`src/rtl/vga_raster_gen.sv`:
```
// Raster/timing generator for a 640x480@60 VGA path: row/col counters, sync and blank
// generation, and a sync delay line that keeps the pins aligned with the filter latency.
module vga_raster_gen #(
  parameter int H_ACTIVE = 640,
  parameter int H_FP     = 16,
  parameter int H_SYNC   = 96,
  parameter int H_BP     = 48,
  parameter int V_ACTIVE = 480,
  parameter int V_FP     = 10,
  parameter int V_SYNC   = 2,
  parameter int V_BP     = 33,
  parameter int PIPE_LAT = 0
) (
  input  logic        clk,
  input  logic        reset,
  input  logic        pix_en,
  output logic [12:0] row,
  output logic [12:0] col,
  output logic        active,
  output logic        line_start,
  output logic        frame_start,
  input  logic [7:0]  in_R,
  input  logic [7:0]  in_G,
  input  logic [7:0]  in_B,
  output logic [7:0]  o_VGA_R,
  output logic [7:0]  o_VGA_G,
  output logic [7:0]  o_VGA_B,
  output logic        o_hsync_n,
  output logic        o_vsync_n,
  output logic        o_blank_n
);

  localparam int H_TOTAL = H_ACTIVE + H_FP + H_SYNC + H_BP;
  localparam int V_TOTAL = V_ACTIVE + V_FP + V_SYNC + V_BP;

  localparam logic [12:0] H_LAST   = 13'(H_TOTAL - 1);
  localparam logic [12:0] V_LAST   = 13'(V_TOTAL - 1);
  localparam logic [12:0] H_VIS    = 13'(H_ACTIVE);
  localparam logic [12:0] V_VIS    = 13'(V_ACTIVE);
  localparam logic [12:0] HS_START = 13'(H_ACTIVE + H_FP);
  localparam logic [12:0] HS_END   = 13'(H_ACTIVE + H_FP + H_SYNC);
  localparam logic [12:0] VS_START = 13'(V_ACTIVE + V_FP);
  localparam logic [12:0] VS_END   = 13'(V_ACTIVE + V_FP + V_SYNC);

  typedef struct packed {
    logic hs_n;
    logic vs_n;
    logic act;
  } tmg_t;

  localparam tmg_t TMG_IDLE = '{hs_n: 1'b1, vs_n: 1'b1, act: 1'b0};

  logic [12:0] col_r;
  logic [12:0] row_r;
  tmg_t        raw_s;
  tmg_t        dly_s;

  // Raster counters: col wraps at the line end and carries into row
  always_ff @(posedge clk) begin
    if (reset) begin
      col_r <= 13'd0;
      row_r <= 13'd0;
    end else if (pix_en) begin
      if (col_r == H_LAST) begin
        col_r <= 13'd0;
        if (row_r == V_LAST) begin
          row_r <= 13'd0;
        end else begin
          row_r <= row_r + 13'd1;
        end
      end else begin
        col_r <= col_r + 13'd1;
      end
    end
  end

  assign row         = row_r;
  assign col         = col_r;
  assign active      = (col_r < H_VIS) && (row_r < V_VIS);
  assign line_start  = (col_r == 13'd0);
  assign frame_start = (col_r == 13'd0) && (row_r == 13'd0);

  // Undelayed timing for the coordinate currently on row/col
  always_comb begin
    raw_s      = TMG_IDLE;
    raw_s.hs_n = !((col_r >= HS_START) && (col_r < HS_END));
    raw_s.vs_n = !((row_r >= VS_START) && (row_r < VS_END));
    raw_s.act  = active;
  end

  generate
    if (PIPE_LAT == 0) begin : g_no_dly
      assign dly_s = raw_s;
    end else begin : g_dly
      tmg_t stage_r [PIPE_LAT];

      // Timing shift register matching the filter pipeline depth
      always_ff @(posedge clk) begin
        if (reset) begin
          for (int i = 0; i < PIPE_LAT; i++) begin
            stage_r[i] <= TMG_IDLE;
          end
        end else if (pix_en) begin
          stage_r[0] <= raw_s;
          for (int i = 1; i < PIPE_LAT; i++) begin
            stage_r[i] <= stage_r[i-1];
          end
        end
      end

      assign dly_s = stage_r[PIPE_LAT-1];
    end
  endgenerate

  // Pin register; pixel data is forced to black outside the visible window
  always_ff @(posedge clk) begin
    if (reset) begin
      o_hsync_n <= 1'b1;
      o_vsync_n <= 1'b1;
      o_blank_n <= 1'b0;
      o_VGA_R   <= 8'h00;
      o_VGA_G   <= 8'h00;
      o_VGA_B   <= 8'h00;
    end else if (pix_en) begin
      o_hsync_n <= dly_s.hs_n;
      o_vsync_n <= dly_s.vs_n;
      o_blank_n <= dly_s.act;
      if (dly_s.act) begin
        o_VGA_R <= in_R;
        o_VGA_G <= in_G;
        o_VGA_B <= in_B;
      end else begin
        o_VGA_R <= 8'h00;
        o_VGA_G <= 8'h00;
        o_VGA_B <= 8'h00;
      end
    end
  end

endmodule

```
`config.mk`:
```
export PLATFORM = sky130hd
export DESIGN_NAME = vga_raster_gen
export DESIGN_NICKNAME = d
export VERILOG_FILES = /design/src/rtl/vga_raster_gen.sv
export SDC_FILE = /design/constraint.sdc
export NUM_CORES = 1
export LEC_CHECK = 0
export CAP_MARGIN = 20
export CORE_ASPECT_RATIO = 0.6
export CORE_MARGIN = 2
export CORE_UTILIZATION = 40
export DETAILED_ROUTE_END_ITERATION = 12
export GPL_TIMING_DRIVEN = 0
export PLACE_DENSITY = 0.78
export SETUP_SLACK_MARGIN = 0.5
export SLEW_MARGIN = 10
export SYNTH_ARGS = -nofsm -noshare
export SYNTH_HDL_FRONTEND = slang
export SYNTH_SLANG_ARGS = --single-unit
```
`constraint.sdc`:
```
create_clock -name clk -period 2.05 [get_ports clk]
set_input_delay 0.3075 -clock clk [delete_from_list [all_inputs] [get_ports clk]]
set_output_delay 0.3075 -clock clk [all_outputs]
set_load 0.05 [all_outputs]
```
# --- Word level (Yosys, flattened, before mapping) ---
# Cells that the tools add are included.
totals:
  regBits: 53
  latch_bits: 0
  ramBits: 0
  rom_bits: 0
  out_inout_bits: 56
  word_cells: 32
  mem_count: 0
classes:
  n_addsub: 2
  n_mul: 0
  div_mod_pow: 0
  n_lt_le_gt_ge: 6
  n_eq_ne: 2
  shifts: 0
  n_mux: 5
  bitwise: 0
  n_reduce_logical: 9
ops:
  columns: ["operator", "count"]
  rows:
  - ["13-bit by 1-bit adder with 13-bit output, second input constant", 2]
  - ["13-bit by 10-bit equality test with 1-bit output, second input constant", 2]
  - ["13-bit zero test", 2]
  - ["13-bit by 10-bit < comparator with 1-bit output, second input constant", 2]
  - ["13-bit by 9-bit < comparator with 1-bit output, second input constant", 2]
  - ["13-bit two-way mux", 2]
  - ["8-bit two-way mux", 3]
  - ["13-bit by 10-bit greater-or-equal comparator with 1-bit output, second input constant", 1]
  - ["13-bit by 9-bit greater-or-equal comparator with 1-bit output, second input constant", 1]
  - ["1-bit logical AND", 4]
  - ["1-bit zero test", 2]
  - ["2-bit AND reduction", 1]

# --- Depth between registers and ports, before layout ---
# Gate-level depths: netlist of the first run.
depth:
  ltp_word: 3
  depth_mapped: 7
  ltp_nobuf: 5

# --- Least setup slack after synthesis of the first run ---
# OpenSTA, ideal clock, no wires.
synth_timing:
  path_kind: "reg2out"
  startpoint: "register col_r[5], in the netlist col[5]"
  endpoint: "output frame_start"
  arrival_ns: 3.004
  setup_slack_ns: -1.261
  path_stages_with_launch: 5
  path_cell_list: "dfxtp_1 -> nor3_4 -> nand2_1 -> and4bb_2 -> nor4bb_1"
synth_via:
  elab_chain_len: 2
synth_rtl:
  columns: ["item", "line", "source"]
  rows:
  - ["from (decl)", "53", "logic [12:0] col_r;"]
  - ["from (signal assigned)", "72", "col_r <= col_r + 13'd1;"]
  - ["13-bit zero test", null, null]
  - ["named net line_start", "20", "output logic line_start,"]
  - ["1-bit logical AND", "81", "assign frame_start = (col_r == 13'd0) && (row_r == 13'd0);"]
  - ["to (decl)", "21", "output logic frame_start,"]
# The timed path passes the listed nets, and every way through them passes these cells.

# --- Final worst setup path of the first run ---
layout_timing:
  startpoint: "register row_r[12], in the netlist row[12]"
  endpoint: "output frame_start"
layout_via:
  elab_chain_len: 2
layout_rtl:
  columns: ["item", "line", "source"]
  rows:
  - ["from (decl)", "54", "logic [12:0] row_r;"]
  - ["from (signal assigned)", "69", "row_r <= row_r + 13'd1;"]
  - ["13-bit zero test", "81", null]
  - ["1-bit logical AND", "81", null]
# Every way passes these cells.

==> metrics.csv, run 1 <==
metric,value,unit
Iter 0 DRT Violations,137,
Final Wtd Congestion,0.857,
Yosys top cell area share,46.3,%
DP Area,0.00336,sq mm
Mean Syn Cell Area,9.84,sq um
count of cell types in the netlist,37,
Routed Antenna Nets,0,
TNS Setup,-0.00172,ns
Pre-antenna DRT Iters,4,
CTS sink cnt,53,
Initial Util,41.4,%
first-pass GRT wire length,10400,um
Startpoint Class,register,
register area share after synthesis,46.3,%
synth top area cells,"dfxtp_1 (46%), a22o_1 (9.2%), nor2_1 (3.3%)",
vias in the first global route,2162,
clock tree buffer depth,2,
relative slew slack,66.0,%
"area leader, netlist",dfxtp_1,
Mapped Area,0.00229,sq mm
gr usage total,20.5,%
fin cells,435,
cells after synthesis,233,
syn_nets,264,
RSZ-0062 raised after global routing,true,
# hold bufs at CTS,0,
Detail Placement HPWL,4220,um
MaxCap Viol Count,0,
Crit path required time,1.74,ns
status,finished with violations,
Clock Skews,0.00489,ns
type of destination of the critical path,output port,
final hold violations,0,
worst slack at placement,-0.447,ns
n_diodes,0,
fin util,69.1,%
Final WS setup,-0.00172,ns
CTS tree,built,
Final nets,385,
clock root buffer master,clkbuf_8,
antenna violations before repair,0,
final WL,6820,um
die area,0.00637,sq mm
"delay-heaviest family, CP",simple AND/OR/NAND/NOR gates,
Die Y,62.7,um
Final Cell Area,0.00383,sq mm
failing checks,setup timing,
fmax,487,MHz
layout cell share with drive strength beyond 1,39.4,%
worst-path fanout max,4,
H-tree Lvls,2,
largest net degree at the start of global routing,18,
WP data arrival,1.74,ns
clk slew on worst S/H paths,0.10,ns
IO Pins,83,
synth warn,0,
"EDFF count, synth",0,
Max Slew Vio Count,0,
Period minus WS final,2.05,ns
worst path bufs/invs,1,
placed cell count,395,
type of the worst min-delay path,reg -> reg,
core area,0.00554,sq mm
global route overflow,0,
"Setup violations, final",1,
Die X,102,um
peak supply drop,0.367,mV
CP max stage delay,0.40,ns
Routed WL per cell,15.7,um
fin crit share,100,%
dominant synthesized flop cell,dfxtp_1,
detailed-route DRC error count,0,
P&R area growth vs syn,67.0,%
#FFs+latches synth,53,
CTS buffer count,5,
Crit-path slowest cell,or3_4,
leakage power,1.54,nW
worst skew pair latency,0.31,ns
Least-Margin Pin Slew,0.512,ns
ys async rst share,0,%
worst-path cell chain,"or3_4, nor3_4, nor4bb_4, buf_6",
PD cells,545,mW/mm^2
critical path class,reg -> out,
Vias,2297,
Port-buffer cells,82,
FP Rows,21,
Avg Vias per Cell,5.28,
## placed cells by master, fill, tap and decap left out, drive strengths merged, types with 2 or more instances in the layout
master / instances
a21oi: 12
a22o: 24
and2: 2
and3: 5
and4: 8
buf: 47
clkbuf: 23
clkdlybuf4s15: 26
clkdlybuf4s50: 25
dfxtp: 53
dlygate4sd2: 13
ha: 4
inv: 8
mux2i: 2
nand2: 13
nand3: 7
nand4: 7
nand4b: 2
nor2: 20
nor3: 6
nor4: 4
o21ai: 8
o31ai: 5
or3: 7
or4: 4
xnor2: 7
xor2: 6
## what timing repair did
item	CTS	global route
endpoints found under the setup margin	103	82
pin swaps	9	15
setup buffers	15	14
gates resized for setup	139	55
cloned	3	0
## where the power goes
| group | switching (mW) | leakage (nW) | internal (mW) |
|---|---|---|---|
| Combinational | 0.224 | 1.03 | 0.158 |
| Clock | 0.363 | 0.0518 | 0.281 |
| Sequential | 0.0226 | 0.451 | 1.04 |
| Total | 0.609 | 1.54 | 1.48 |
## per-stage QoR
| step | total power [mW] | hold WS, ns |
|---|---|---|
| 2_1_floorplan | 1.31 | 0.370 |
| 3_3_place_gp | 1.45 | 0.461 |
| 3_5_place_dp | 1.46 | 0.464 |
| 4_1_cts | 2.11 | 0.486 |
| 5_1_grt | 2.18 | 0.503 |
| 6_report | 2.09 | 0.486 |
## synthesized netlist by cell type, types with 5 or more instances
library cell,n
o21ai_0,8
or3_1,7
dfxtp_1,53
and4_1,7
xor2_1,6
inv_1,7
buf_2,6
a21oi_1,10
a22o_1,24
xnor2_1,7
nand2_1,13
nor2_1,20
nand4_1,6
nand3_1,7
and3_1,5
o31ai_1,5
## state kept, by name, indices dropped and copies added, names as in the netlist
signal     count
col           13
row           13
o_vsync_n      1
o_blank_n      1
o_VGA_G        8
o_VGA_B        8
o_VGA_R        8
o_hsync_n      1
## per-layer routing
metal | part of all wire [%] | up-vias | GRT usage (%) | wire length [um]
li1 | - | 1101 | - | -
met1 | 43 | 1067 | 27.7 | 2950
met2 | 44 | 116 | 29.5 | 3010
met3 | 11 | 13 | 9.28 | 784
met4 | 1.2 | 0 | 5.57 | 80
met5 | 0 | - | 0 | 0
## kinds of logic after synthesis
logic type / count (synthesis) / share of synthesized area, %
compound gates: 51 / 17.0
xor+xnor: 13 / 4.96
fa+ha+maj: 4 / 2.18
buf+inv: 21 / 4.91
flops: 53 / 46.3
mux: 2 / 0.873
simple gates: 89 / 23.8
## worst paths after layout
kind / from / to / slack (ns) / cells after the start
worst min-delay path: o_VGA_B[5]$_SDFFE_PP0P_ / o_VGA_B[5]$_SDFFE_PP0P_ / 0.49 / 1
worst min register to register: o_VGA_B[5]$_SDFFE_PP0P_ / o_VGA_B[5]$_SDFFE_PP0P_ / 0.49 / 1
worst max-delay path: row[12]$_SDFFE_PP0P_ / frame_start / -0.002 / 4
worst max register to register: row[7]$_SDFFE_PP0P_ / row[8]$_SDFFE_PP0P_ / 0.05 / 8
## layout make-up
class / count / area (sq um)
flip-flops and latches: 53 / 1140
clock buffers: 6 / 82.6
fillers: 404 / 1710
well taps: 80 / 100
plain buffers: 14 / 136
repair buffers: 114 / 1030
multi-input cells: 159 / 1300
inverters: 7 / 26.3
clock inverters: 2 / 17.5
Note: power is estimated with default switching activity, not from simulation.
==> inputs of run 2 (changes only) <==
Settings changed: CORE_MARGIN 2 to 5.
==> metrics.csv, run 2 (synthesized netlist as in run 1, its figures left out) <==
metric,value,unit,change
vias in the first global route,2184,,+1.0%
CTS tree,built,,
leakage power,1.53,nW,-0.20%
detailed-route DRC error count,0,,unchanged
fmax,480,MHz,-1.6%
CTS sink cnt,53,,unchanged
Routed Antenna Nets,0,,unchanged
clk slew on worst S/H paths,0.10,ns,about the same
"delay-heaviest family, CP",simple AND/OR/NAND/NOR gates,,
die area,0.00740,sq mm,+16%
gr usage total,19.3,%,-1.3 points
core area,0.00557,sq mm,+0.47%
type of the worst min-delay path,reg -> reg,,
worst reg2reg path depth,6,,-2
worst skew pair latency,0.30,ns,about the same
worst-path fanout max,4,,unchanged
fin cells,433,,-0.46%
status,finished with violations,,
type of destination of the critical path,output port,,
fin crit share,102,%,+1.6 points
WP data arrival,1.78,ns,+0.04 ns
final WL,6980,um,+2.4%
Avg Vias per Cell,5.23,,-1.0%
Routed WL per cell,16.1,um,+2.9%
worst path bufs/invs,1,,unchanged
worst slack at placement,-0.521,ns,-0.0746 ns
Die Y,68.7,um,+9.6%
Period minus WS final,2.09,ns,+0.0335 ns
most frequent cells in the layout,"dfxtp_1 (27), clkdlybuf4s50_1 (25), a22o_1 (24), clkdlybuf4s15_1 (21), buf_4 (20)",,
Detail Placement HPWL,4630,um,+9.5%
Die X,108,um,+5.9%
Vias,2263,,-1.5%
relative slew slack,65.7,%,-0.24 points
Crit-path slowest cell,or3_4,,
Final nets,383,,-0.52%
first-pass GRT wire length,11200,um,+7.9%
"Setup violations, final",1,,unchanged
clock tree buffer depth,2,,unchanged
clock root buffer master,clkbuf_8,,
P&R area growth vs syn,71.0,%,
RSZ-0062 raised after global routing,true,,
MaxCap Viol Count,0,,unchanged
IO Pins,83,,unchanged
Pre-antenna DRT Iters,5,,+1
Clock Skews,0.0102,ns,+0.00531 ns
Levels on crit path,4,,unchanged
CTS buffer count,5,,unchanged
Crit path required time,1.74,ns,about the same
Final Wtd Congestion,0.855,,-0.20%
global route overflow,0,,unchanged
Iter 0 DRT Violations,139,,+1.5%
PD cells,525,mW/mm^2,-3.8%
"commonest non-fill, non-tap cell in the layout",dfxtp_1,,
CP max stage delay,0.41,ns,about the same
critical path class,reg -> out,,
final hold violations,0,,unchanged
FP Rows,21,,unchanged
antenna violations before repair,0,,unchanged
Final WS setup,-0.0352,ns,-0.0335 ns
Final Power,2.06,mW,-1.5%
Port-buffer cells,82,,unchanged
largest net degree at the start of global routing,18,,unchanged
peak supply drop,0.319,mV,-13%
Max Slew Vio Count,0,,unchanged
hold depth,1,,unchanged
failing checks,setup timing,,
Least-Margin Pin Slew,0.516,ns,+0.00356 ns
Startpoint Class,register,,
n_diodes,0,,unchanged
worst-path cell chain,"or3_4, nor3_4, nor4bb_4, buf_6",,
placed cell count,395,,unchanged
H-tree Lvls,2,,unchanged
Initial Util,41.2,%,-0.20 points
layout cell share with drive strength beyond 1,41.9,%,+2.5 points
run 2: changes by cell type in the layout (fill, tap and decap cells not counted), moves of 2 or more:
cell / before / now
nor2_1: 19 / 10
clkbuf_2: 16 / 9
nor2_4: 0 / 6
clkdlybuf4s15_2: 6 / 10
nor2_2: 1 / 4
buf_4: 22 / 20
dlygate4sd2_1: 13 / 15
nor4_2: 0 / 2
o21ai_0: 3 / 1
run 2: cell type report:
type	count	area (sq um)
clock inverters	2	15.0
flip-flops and latches	53	1140
plain buffers	14	138
well taps	80	100
repair buffers	112	1050
multi-input cells	159	1380
fillers	426	1650
inverters	7	26.3
clock buffers	6	72.6
run 2: worst paths after layout:
path | start | end | slack (ns)
worst max-delay path | row[10]$_SDFFE_PP0P_ | frame_start | -0.04
worst min-delay path | o_VGA_G[1]$_SDFFE_PP0P_ | o_VGA_G[1]$_SDFFE_PP0P_ | 0.48
worst max register to register | row[10]$_SDFFE_PP0P_ | row[12]$_SDFFE_PP0P_ | 0.24
worst min register to register | o_VGA_G[1]$_SDFFE_PP0P_ | o_VGA_G[1]$_SDFFE_PP0P_ | 0.48
run 2: worst register-to-register path, cell delays in order (launching register included):
cell     delay (ns)
dfxtp_4        0.36
or3_4          0.41
buf_4          0.15
o41ai_4        0.40
buf_4          0.20
buf_6          0.14
a21oi_2        0.03
run 2: metal layers:
metal	wire (um)	GRT usage (%)	up-vias	part of all wire, %
li1	-	-	1090	-
met5	0	0	-	0
met4	53	3.46	0	0.76
met2	2920	28.4	103	42
met1	3140	25.8	1064	45
met3	877	9.49	6	13
run 2: through the flow:
| step | setup TNS [ns] | instance area [sq um] | hold slack [ns] | utilization [%] |
|---|---|---|---|---|
| 5_1_grt | -0.111 | 3920 | 0.507 | 70.4 |
| 3_5_place_dp | -0.647 | 3360 | 0.465 | 60.4 |
| 2_1_floorplan | -0.0549 | 2440 | 0.370 | - |
| 6_report | -0.0352 | 3920 | 0.480 | 70.4 |
| 4_1_cts | -0.0745 | 3730 | 0.488 | 67.0 |
| 3_3_place_gp | -0.605 | 3360 | 0.461 | 60.4 |
run 2: power by group:
group / total, mW / internal (mW) / switching (mW)
clock: 0.588 / 0.245 / 0.343
sequential: 1.06 / 1.04 / 0.0207
combinational: 0.409 / 0.171 / 0.238
run 2: timing repair:
item                                    in CTS  in global routing
endpoints found under the setup margin     104                 77
hold buffers                                 0                  0
pin swaps                                    8                 13
gates resized for setup                    151                 61
buffers inserted                            18                  9
gates cloned                                 3                  0
